$ cat config.mk
export PLATFORM = sky130hd
export DESIGN_NAME = mantle_slices_pipe
export DESIGN_NICKNAME = d
export VERILOG_FILES = /design/src/rtl/mantle_slices_pkg.sv /design/src/rtl/mantle_slice_sel.sv /design/src/rtl/mantle_slices_pipe.sv
export SDC_FILE = /design/constraint.sdc
export NUM_CORES = 2
export LEC_CHECK = 0
export CAP_MARGIN = 25
export CORE_MARGIN = 4
export CORE_UTILIZATION = 24
export DETAILED_ROUTE_END_ITERATION = 16
export DONT_BUFFER_PORTS = 1
export GPL_TIMING_DRIVEN = 0
export PLACE_DENSITY = 0.49
export SLEW_MARGIN = 5
export SYNTH_ARGS = -nofsm -noshare
export SYNTH_HDL_FRONTEND = slang
export SYNTH_SLANG_ARGS = --single-unit
$ cat constraint.sdc
create_clock -name CLK -period 3.9 [get_ports CLK]
set_input_delay 0.585 -clock CLK [delete_from_list [all_inputs] [get_ports CLK]]
set_output_delay 0.585 -clock CLK [all_outputs]
set_load 0.05 [all_outputs]
$ cat src/rtl/mantle_slices_pkg.sv
// Shared defaults and index types for the slice pipeline.
// Also provides the index-width helper used to size the channel-select port.
package mantle_slices_pkg;

  localparam int WIDTH_DEF = 32;
  localparam int DEPTH_DEF = 9;
  localparam int NCH_DEF   = 2;
  localparam int LEN_DEF   = 4;
  localparam int WRAP_DEF  = 1;

  localparam int OFF_W_DEF = $clog2(DEPTH_DEF);
  localparam int CH_W_DEF  = (NCH_DEF > 1) ? $clog2(NCH_DEF) : 1;

  typedef logic [OFF_W_DEF-1:0] off_idx_t;
  typedef logic [CH_W_DEF-1:0]  ch_idx_t;

  // A select field for a single item still needs one bit.
  function automatic int idx_w(input int n);
    return (n > 1) ? $clog2(n) : 1;
  endfunction

endpackage

$ cat src/rtl/mantle_slice_sel.sv
// Combinational selector: LEN consecutive elements of in_arr starting at off.
// Out-of-range elements wrap modulo DEPTH, or read as zero and raise err when WRAP=0.
module mantle_slice_sel
  import mantle_slices_pkg::*;
#(
  parameter int WIDTH = WIDTH_DEF,
  parameter int DEPTH = DEPTH_DEF,
  parameter int LEN   = LEN_DEF,
  parameter int WRAP  = WRAP_DEF
) (
  input  logic [WIDTH-1:0]         in_arr [DEPTH],
  input  logic [$clog2(DEPTH)-1:0] off,
  output logic [WIDTH-1:0]         slice  [LEN],
  output logic                     err
);

  localparam int OFF_W = $clog2(DEPTH);
  // off and k are both below DEPTH, so one extra bit holds their sum and a
  // single subtraction of DEPTH is enough to wrap it.
  localparam int SW = OFF_W + 1;

  logic [LEN-1:0] oor;

  for (genvar k = 0; k < LEN; k++) begin : g_elem
    logic [SW-1:0]    sum;
    logic [OFF_W-1:0] idx;

    assign sum      = SW'(off) + SW'(k);
    assign oor[k]   = (sum >= SW'(DEPTH));
    assign idx      = OFF_W'(oor[k] ? (sum - SW'(DEPTH)) : sum);
    assign slice[k] = (oor[k] && (WRAP == 0)) ? '0 : in_arr[idx];
  end

  assign err = (WRAP == 0) && (|oor);

endmodule

$ cat src/rtl/mantle_slices_pipe.sv
// Per-channel slice capture into a 2-entry output FIFO; data visible one cycle after accept.
// I_ready is registered and low only while two beats are held; O holds steady under stall.
module mantle_slices_pipe
  import mantle_slices_pkg::*;
#(
  parameter int WIDTH = WIDTH_DEF,
  parameter int DEPTH = DEPTH_DEF,
  parameter int NCH   = NCH_DEF,
  parameter int LEN   = LEN_DEF,
  parameter int WRAP  = WRAP_DEF
) (
  input  logic                     CLK,
  input  logic                     ASYNCRESETN,
  input  logic [WIDTH-1:0]         I [DEPTH],
  input  logic                     I_valid,
  output logic                     I_ready,
  output logic [WIDTH-1:0]         O [NCH][LEN],
  output logic                     O_valid,
  input  logic                     O_ready,
  output logic [NCH-1:0]           O_err,
  input  logic                     cfg_we,
  input  logic [idx_w(NCH)-1:0]    cfg_ch,
  input  logic [$clog2(DEPTH)-1:0] cfg_off
);

  localparam int OFF_W = $clog2(DEPTH);

  logic [OFF_W-1:0] off_q   [NCH];
  logic [WIDTH-1:0] sel_dat [NCH][LEN];
  logic [NCH-1:0]   sel_err;

  logic [WIDTH-1:0] mem_dat [2][NCH][LEN];
  logic [NCH-1:0]   mem_err [2];
  logic             wr_ptr;
  logic             rd_ptr;
  logic [1:0]       cnt;
  logic [1:0]       cnt_nxt;
  logic             rdy_q;
  logic             push;
  logic             pop;

  for (genvar c = 0; c < NCH; c++) begin : g_ch
    mantle_slice_sel #(
      .WIDTH (WIDTH),
      .DEPTH (DEPTH),
      .LEN   (LEN),
      .WRAP  (WRAP)
    ) u_sel (
      .in_arr (I),
      .off    (off_q[c]),
      .slice  (sel_dat[c]),
      .err    (sel_err[c])
    );
  end

  // Writes naming a nonexistent offset or channel match nothing and are dropped.
  always_ff @(posedge CLK or negedge ASYNCRESETN) begin
    if (!ASYNCRESETN) begin
      for (int c = 0; c < NCH; c++) off_q[c] <= '0;
    end else if (cfg_we && (32'(cfg_off) < DEPTH)) begin
      for (int c = 0; c < NCH; c++) begin
        if (32'(cfg_ch) == c) off_q[c] <= cfg_off;
      end
    end
  end

  assign push = I_valid && rdy_q;
  assign pop  = O_valid && O_ready;

  always_comb begin
    cnt_nxt = cnt;
    if (push && !pop)      cnt_nxt = cnt + 2'd1;
    else if (!push && pop) cnt_nxt = cnt - 2'd1;
  end

  // rdy_q is held low through reset so I_ready rises on the first edge after release.
  always_ff @(posedge CLK or negedge ASYNCRESETN) begin
    if (!ASYNCRESETN) begin
      wr_ptr <= 1'b0;
      rd_ptr <= 1'b0;
      cnt    <= 2'd0;
      rdy_q  <= 1'b0;
      for (int e = 0; e < 2; e++) begin
        mem_err[e] <= '0;
        for (int c = 0; c < NCH; c++)
          for (int k = 0; k < LEN; k++) mem_dat[e][c][k] <= '0;
      end
    end else begin
      if (push) begin
        mem_err[wr_ptr] <= sel_err;
        for (int c = 0; c < NCH; c++)
          for (int k = 0; k < LEN; k++) mem_dat[wr_ptr][c][k] <= sel_dat[c][k];
        wr_ptr <= ~wr_ptr;
      end
      if (pop) rd_ptr <= ~rd_ptr;
      cnt   <= cnt_nxt;
      rdy_q <= (cnt_nxt != 2'd2);
    end
  end

  assign I_ready = rdy_q;
  assign O_valid = (cnt != 2'd0);

  always_comb begin
    O_err = mem_err[rd_ptr];
    for (int c = 0; c < NCH; c++)
      for (int k = 0; k < LEN; k++) O[c][k] = mem_dat[rd_ptr][c][k];
  end

endmodule

# After elaboration in Yosys (flattened, before gate mapping)
# Cells that the tools add are included.
[word_totals]
in_bits = 298
out_inout_bits = 260
regBits = 529
wordCells = 153
[op_classes]
add_sub_neg = 16
n_eq_ne = 1
n_lt_le_gt_ge = 20
n_bitwise = 15
n_reduce_logical = 11
n_mux = 66
[op_table]
columns = ["cell", "n"]
rows = [
  ["$bwmux 512", 8],
  ["$demux 256 s1", 8],
  ["$bmux 32 s4", 8],
  ["$mux 256", 4],
  ["$mux 32", 17],
  ["$mux 224", 1],
  ["$mux 192", 1],
  ["$mux 160", 1],
  ["$mux 128", 1],
  ["$mux 96", 1],
  ["$mux 64", 1],
  ["$ge 5x5->1 const B", 8],
  ["$not 4->5", 8],
  ["$mux 4", 8],
  ["$sub 4x4->4 const B", 8],
  ["$ge 5x4->1 const B", 6],
  ["$add 4x2->5 const B", 4],
  ["$mux 2", 6],
  ["$add 4x1->5 const B", 2],
  ["$ge 4x4->1 const B", 2],
  ["$logic_and 1x1->1", 6],
  ["$and 4x4->4", 1],
  ["$ge 2x2->1 const B", 2],
  ["$lt 4x4->1 const B", 1],
  ["other kinds (11)", 16],
]

# Logic depth before layout (Yosys ltp)
[logic_depth]
depth_word = 14
mapped_depth = 17

# Cells and area by module
# Synthesis repeated with hierarchy kept, for this count alone.
[hier_totals]
hier_cells = 5425
hier_area_um2 = 50191.9
[modules_own_cells]
columns = ["module", "area_each_um2", "cells_per_inst", "n_inst"]
rows = [
  ["mantle_slice_sel", 13270.2, 1993, 2],
  ["mantle_slices_pipe", 23651.4, 1439, 1],
]

# Worst setup path before layout
# OpenSTA, ideal clock, no wires.
[synth_path]
path_kind = "flip-flop to flip-flop"
startpoint = "register off_q[4] in the netlist's numbering"
endpoint = "register, netlist name mem_dat[509]"
stages_incl_launch_ff = 16
t_required_ns = 3.775
arrival_ns = 3.693
setup_ns = 0.125
synth_period_minus_slack_ns = 3.818
setup_slack_ns = 0.082
cell_sequence = "dfrtp_1 > buf_2 > buf_6 > inv_1 > buf_2 > clkbuf_1 > ha_1 > nand2b_1 > o21ai_1 > mux2i_1 > clkbuf_1 > clkbuf_1 > mux4_2 > o21ai_0 > a21oi_1 > mux2_2"
[synth_via]
elab_chain_cells = 14
[synth_lines]
columns = ["element", "line", "rtl"]
rows = [
  ["start, declared", "mantle_slices_pipe.sv:28", "logic [OFF_W-1:0] off_q [NCH];"],
  ["start signal, assigned by index", "mantle_slices_pipe.sv:62", "if (32'(cfg_ch) == c) off_q[c] <= cfg_off;"],
  ["$add 4x1->5 (tied with other cells)", "mantle_slice_sel.sv:28", "assign sum = SW'(off) + SW'(k);"],
  ["$sub 4x4->4 (tied with other cells)", "mantle_slice_sel.sv:30", "assign idx = OFF_W'(oor[k] ? (sum - SW'(DEPTH)) : sum);"],
  ["$mux 4 or $not 4->5 (tied branches)", "mantle_slice_sel.sv:30, mantle_slice_sel.sv:31", ""],
  ["$not 4->5 (implied by the code) or $bmux 32 s4 (tied branches)", "mantle_slice_sel.sv:31", "assign slice[k] = (oor[k] && (WRAP == 0)) ? '0 : in_arr[idx];"],
  ["$bmux 32 s4 or $mux 32 (tied branches)", "mantle_slice_sel.sv:31", ""],
  ["$mux 32 (implied by the code)", "mantle_slice_sel.sv:31", ""],
  ["$mux 32 (implied by the code) or $bwmux 512 (tied branches)", "mantle_slice_sel.sv:31, mantle_slices_pipe.sv:92", ""],
  ["$bwmux 512 (2 in a row)", "mantle_slices_pipe.sv:92", "for (int k = 0; k < LEN; k++) mem_dat[wr_ptr][c][k] <= sel_dat[c][k];"],
  ["$bwmux 512 (*) (5 in a row)", "mantle_slices_pipe.sv:92", ""],
]
# Every way passes the cells marked *; elsewhere a longest branch is shown, timed or not. The select of a mux whose other input is x is not followed.
# A chain may end at the register's enable or synchronous reset.

# Worst setup path in the final report
[layout_path]
startpoint = "register off_q[7] in the netlist's numbering"
endpoint = "register, netlist name mem_dat[442]"
[layout_via]
elab_chain_cells = 14
[layout_lines]
columns = ["element", "line"]
rows = [
  ["$add 4x1->5 (tied with other cells)", "mantle_slice_sel.sv:28"],
  ["$sub 4x4->4 (tied with other cells)", "mantle_slice_sel.sv:30"],
  ["$mux 4 or $not 4->5 (tied branches)", "mantle_slice_sel.sv:30, mantle_slice_sel.sv:31"],
  ["$not 4->5 (implied by the code) or $bmux 32 s4 (tied branches)", "mantle_slice_sel.sv:31"],
  ["$bmux 32 s4 or $mux 32 (tied branches)", "mantle_slice_sel.sv:31"],
  ["$mux 32 (implied by the code)", "mantle_slice_sel.sv:31"],
  ["$mux 32 (implied by the code) or $bwmux 512 (tied branches)", "mantle_slice_sel.sv:31, mantle_slices_pipe.sv:92"],
  ["$bwmux 512 (2 in a row)", "mantle_slices_pipe.sv:92"],
  ["$bwmux 512 (*) (5 in a row)", "mantle_slices_pipe.sv:92"],
]
# Marks and branches as above.

==> flow_summary.yaml <==
die:
  start_util_pct: 24.1
  core_um2: 192000
  ioPinCount: 558
  die_x_um: 448
  die_y_um: 448
  rows: 161
  dieArea_um2: 200000
place:
  dp_cells: 7937
  numPortBuffers: 0
  dp_hpwl_mm: 316
  globalplace.congestion: 1.10
  dp_slack_ns: -2.42
synth:
  netlist_area_um2: 46400
  synth_edf_count: 0
  synth_cell_types: 99
  syn_inst: 5302
  avgSynthCellArea_um2: 8.75
  ys_warn_count: 0
  dominantRegCellSynth: "dfrtp_1"
  yosys_register_bits: 529
  ys_async_sr_fraction_pct: 100
  yosysSeqAreaShare_pct: 28.5
  synth_nets: 5626
drt:
  wl_per_cell_um: 48.5
  antenna_left: 0
  drc: 0
  detail_route.first_pass.iterations: 8
  viasPerCell: 6.76
  drt_iter0_drc: 9466
  drt_wl_total_mm: 401
  vias: 55899
power:
  p_leak_nw: 21.3
  pwr_density_cell_nw_per_um2: 1130
  ir_drop_mv: 0.558
clock_tree:
  cts_made_buffers: 67
  cts_tree: "built"
  h-tree-depth: 3
  clk_pin_slew_ns: 0.07
  numClockSinks: 529
  cts.path.max_buffers: 3
  root_buffer: "clkbuf_16"
  clkLatencyLatePin_ns: 0.75
grt:
  grt_pass1_vias: 51971
  grt_pass1_wl_mm: 514
  antenna_found_initial: 65
  grt_overflow_total: 0
  gr-usage-all-layers_pct: 38.5
  grt_max_degree: 530
layout:
  area_delta_synth_final_pct: 23.5
  layout_commonest_cell: "nand2_1"
  mostFrequentLayoutCells: "nand2_1, dfrtp_1, mux2_2"
  nets: 5938
  drive_gt1_share_pct: 28.7
  final_cells: 8275
worst_setup_path:
  critPathMaxFanout: 10
  rrSetupSlack_ns: -0.01
  crit_path_start_kind: "register"
  critical_path_arrival_ns: 4.55
  r2r-start: "off_q[7]"
  end_kind: "register"
  critical_path.startpoint: "off_q[7]"
  critPathKind: "register to register"
  cp_data_required_time_ns: 4.54
outcome:
  status: "complete, but fails checks"
  violations: "setup timing"
sta:
  fin_crit_ns: 3.91
  rsz0062_at_grt: "yes"
  hold_viol_final: 0
  post-route-period-util_pct: 100
  max_freq_ghz: 0.256
  finClkSkew_ns: 0.0414
  fin_ws_ns: -0.0104
  slew_headroom_pct: 14.7
  setup_violations: 4
  drv_slew: 0
  worstMarginPinSlew_ns: 1.28
min_path:
  worstHoldStart: "I[225]"
  hp-class: "input pin to register"
run:
  cap_viol_max_count: 0
[registers in the layout, summed over array words and instances (netlist names)]
| signal | flops |
|---|---|
| mem_dat | 512 |
| off_q | 8 |
| mem_err | 4 |
| cnt | 2 |
| I_ready | 1 |
| rd_ptr | 1 |
| wr_ptr | 1 |
[routing by layer]
| metal | wire, µm | track usage (%) |
|---|---|---|
| met2 | 157000 | 53.3 |
| met1 | 141000 | 44.4 |
| met4 | 46700 | 34.0 |
| met3 | 55500 | 17.5 |
| met5 | 686 | 1.05 |
[layout make-up]
cell class / count / area [µm²]
Buffer: 671 / 3500
Tap cell: 2526 / 3160
Clock inverter: 21 / 279
Antenna cell: 92 / 230
Multi-Input combinational cell: 4023 / 31500
Clock buffer: 91 / 1910
Sequential cell: 529 / 13200
Fill cell: 20329 / 135000
Timing Repair Buffer: 252 / 3160
Inverter: 70 / 273
[critical path: stages (launching register included)]
cell	delay (ns)
dfrtp_1	0.32
buf_4	0.18
buf_4	0.21
buf_2	0.30
buf_2	0.36
mux2i_1	0.16
and2_1	0.18
clkbuf_1	0.46
a21oi_4	0.46
clkbuf_2	0.49
o211ai_1	0.42
a21oi_1	0.24
[per-stage QoR]
step,hold WS (ns),power [mW],utilization [%],TNS [ns],instance area [µm²]
floorplan,0.289,36.3,-,0,46400
global placement,0.382,51.6,25.8,-817.95,49600
detailed placement,0.383,53.0,26.6,-561.96,51200
CTS,-0.403,61.8,29.1,-0.0108,55900
global route,0.222,65.4,29.7,-0.0781,57200
finish,0.195,64.5,29.8,-0.0195,57300
[report_power, final]
| part | switching, mW | internal (mW) | leakage [nW] |
|---|---|---|---|
| logic | 34.4 | 14.1 | 14.1 |
| clock network | 2.77 | 3.65 | 1.07 |
| registers | 1.35 | 8.27 | 6.11 |
| total | 38.5 | 26.0 | 21.3 |
[what timing repair did]
item / 4_1_cts / 5_1_grt
hold buffers: 4 / 2
resized for setup: 488 / 173
setup endpoints to repair: 512 / 470
buffers inserted: 83 / 33
endpoints found under the hold margin: 537 / 125
pin swaps: 64 / 27
[synthesized netlist by cell type (all sizes together), types with 32 or more instances]
cell type	instances	area [µm²]
o211ai	101	758
nor3	86	440
nand2	557	2090
buf	191	991
mux4	196	4410
a32o	48	480
nand4	33	206
o41ai	62	768
o221ai	52	462
o22a	32	280
a22o	47	412
and2	42	263
a31oi	210	1310
o22ai	52	325
a22oi	38	290
clkbuf	489	1850
a21oi	443	2250
inv	70	263
a221oi	58	514
a211oi	102	791
nor2	440	1670
dfrtp	529	13200
mux2i	156	1560
a2111oi	60	569
o21ai	248	1250
nor4	42	365
nand3	158	791
mux2	458	5160
[final timing paths]
path                            depth (start not counted)           end
worst max-delay path                                   11  mem_dat[442]
worst min-delay path                                    3  mem_dat[257]
worst max register to register                         11  mem_dat[442]
worst min register to register                          2  mem_dat[283]
max in group asynchronous                               4  mem_dat[379]
min in group asynchronous                               2   mem_dat[72]
[cell families (layout without fill, tap and decap cells)]
family / after synthesis / in the layout / synth area share (%)
buffers and inverters: 750 / 1105 / 6.69
adders and majority gates: 27 / 27 / 0.723
AOI/OAI and AO/OA: 1717 / 1717 / 25.6
muxes: 810 / 810 / 24.0
DFF: 529 / 529 / 28.5
and+or+nand+nor: 1450 / 1450 / 14.0
xor gates and xnor gates: 19 / 19 / 0.456
other: 0 / 92 / 0
(Power assumes the default switching activity.)
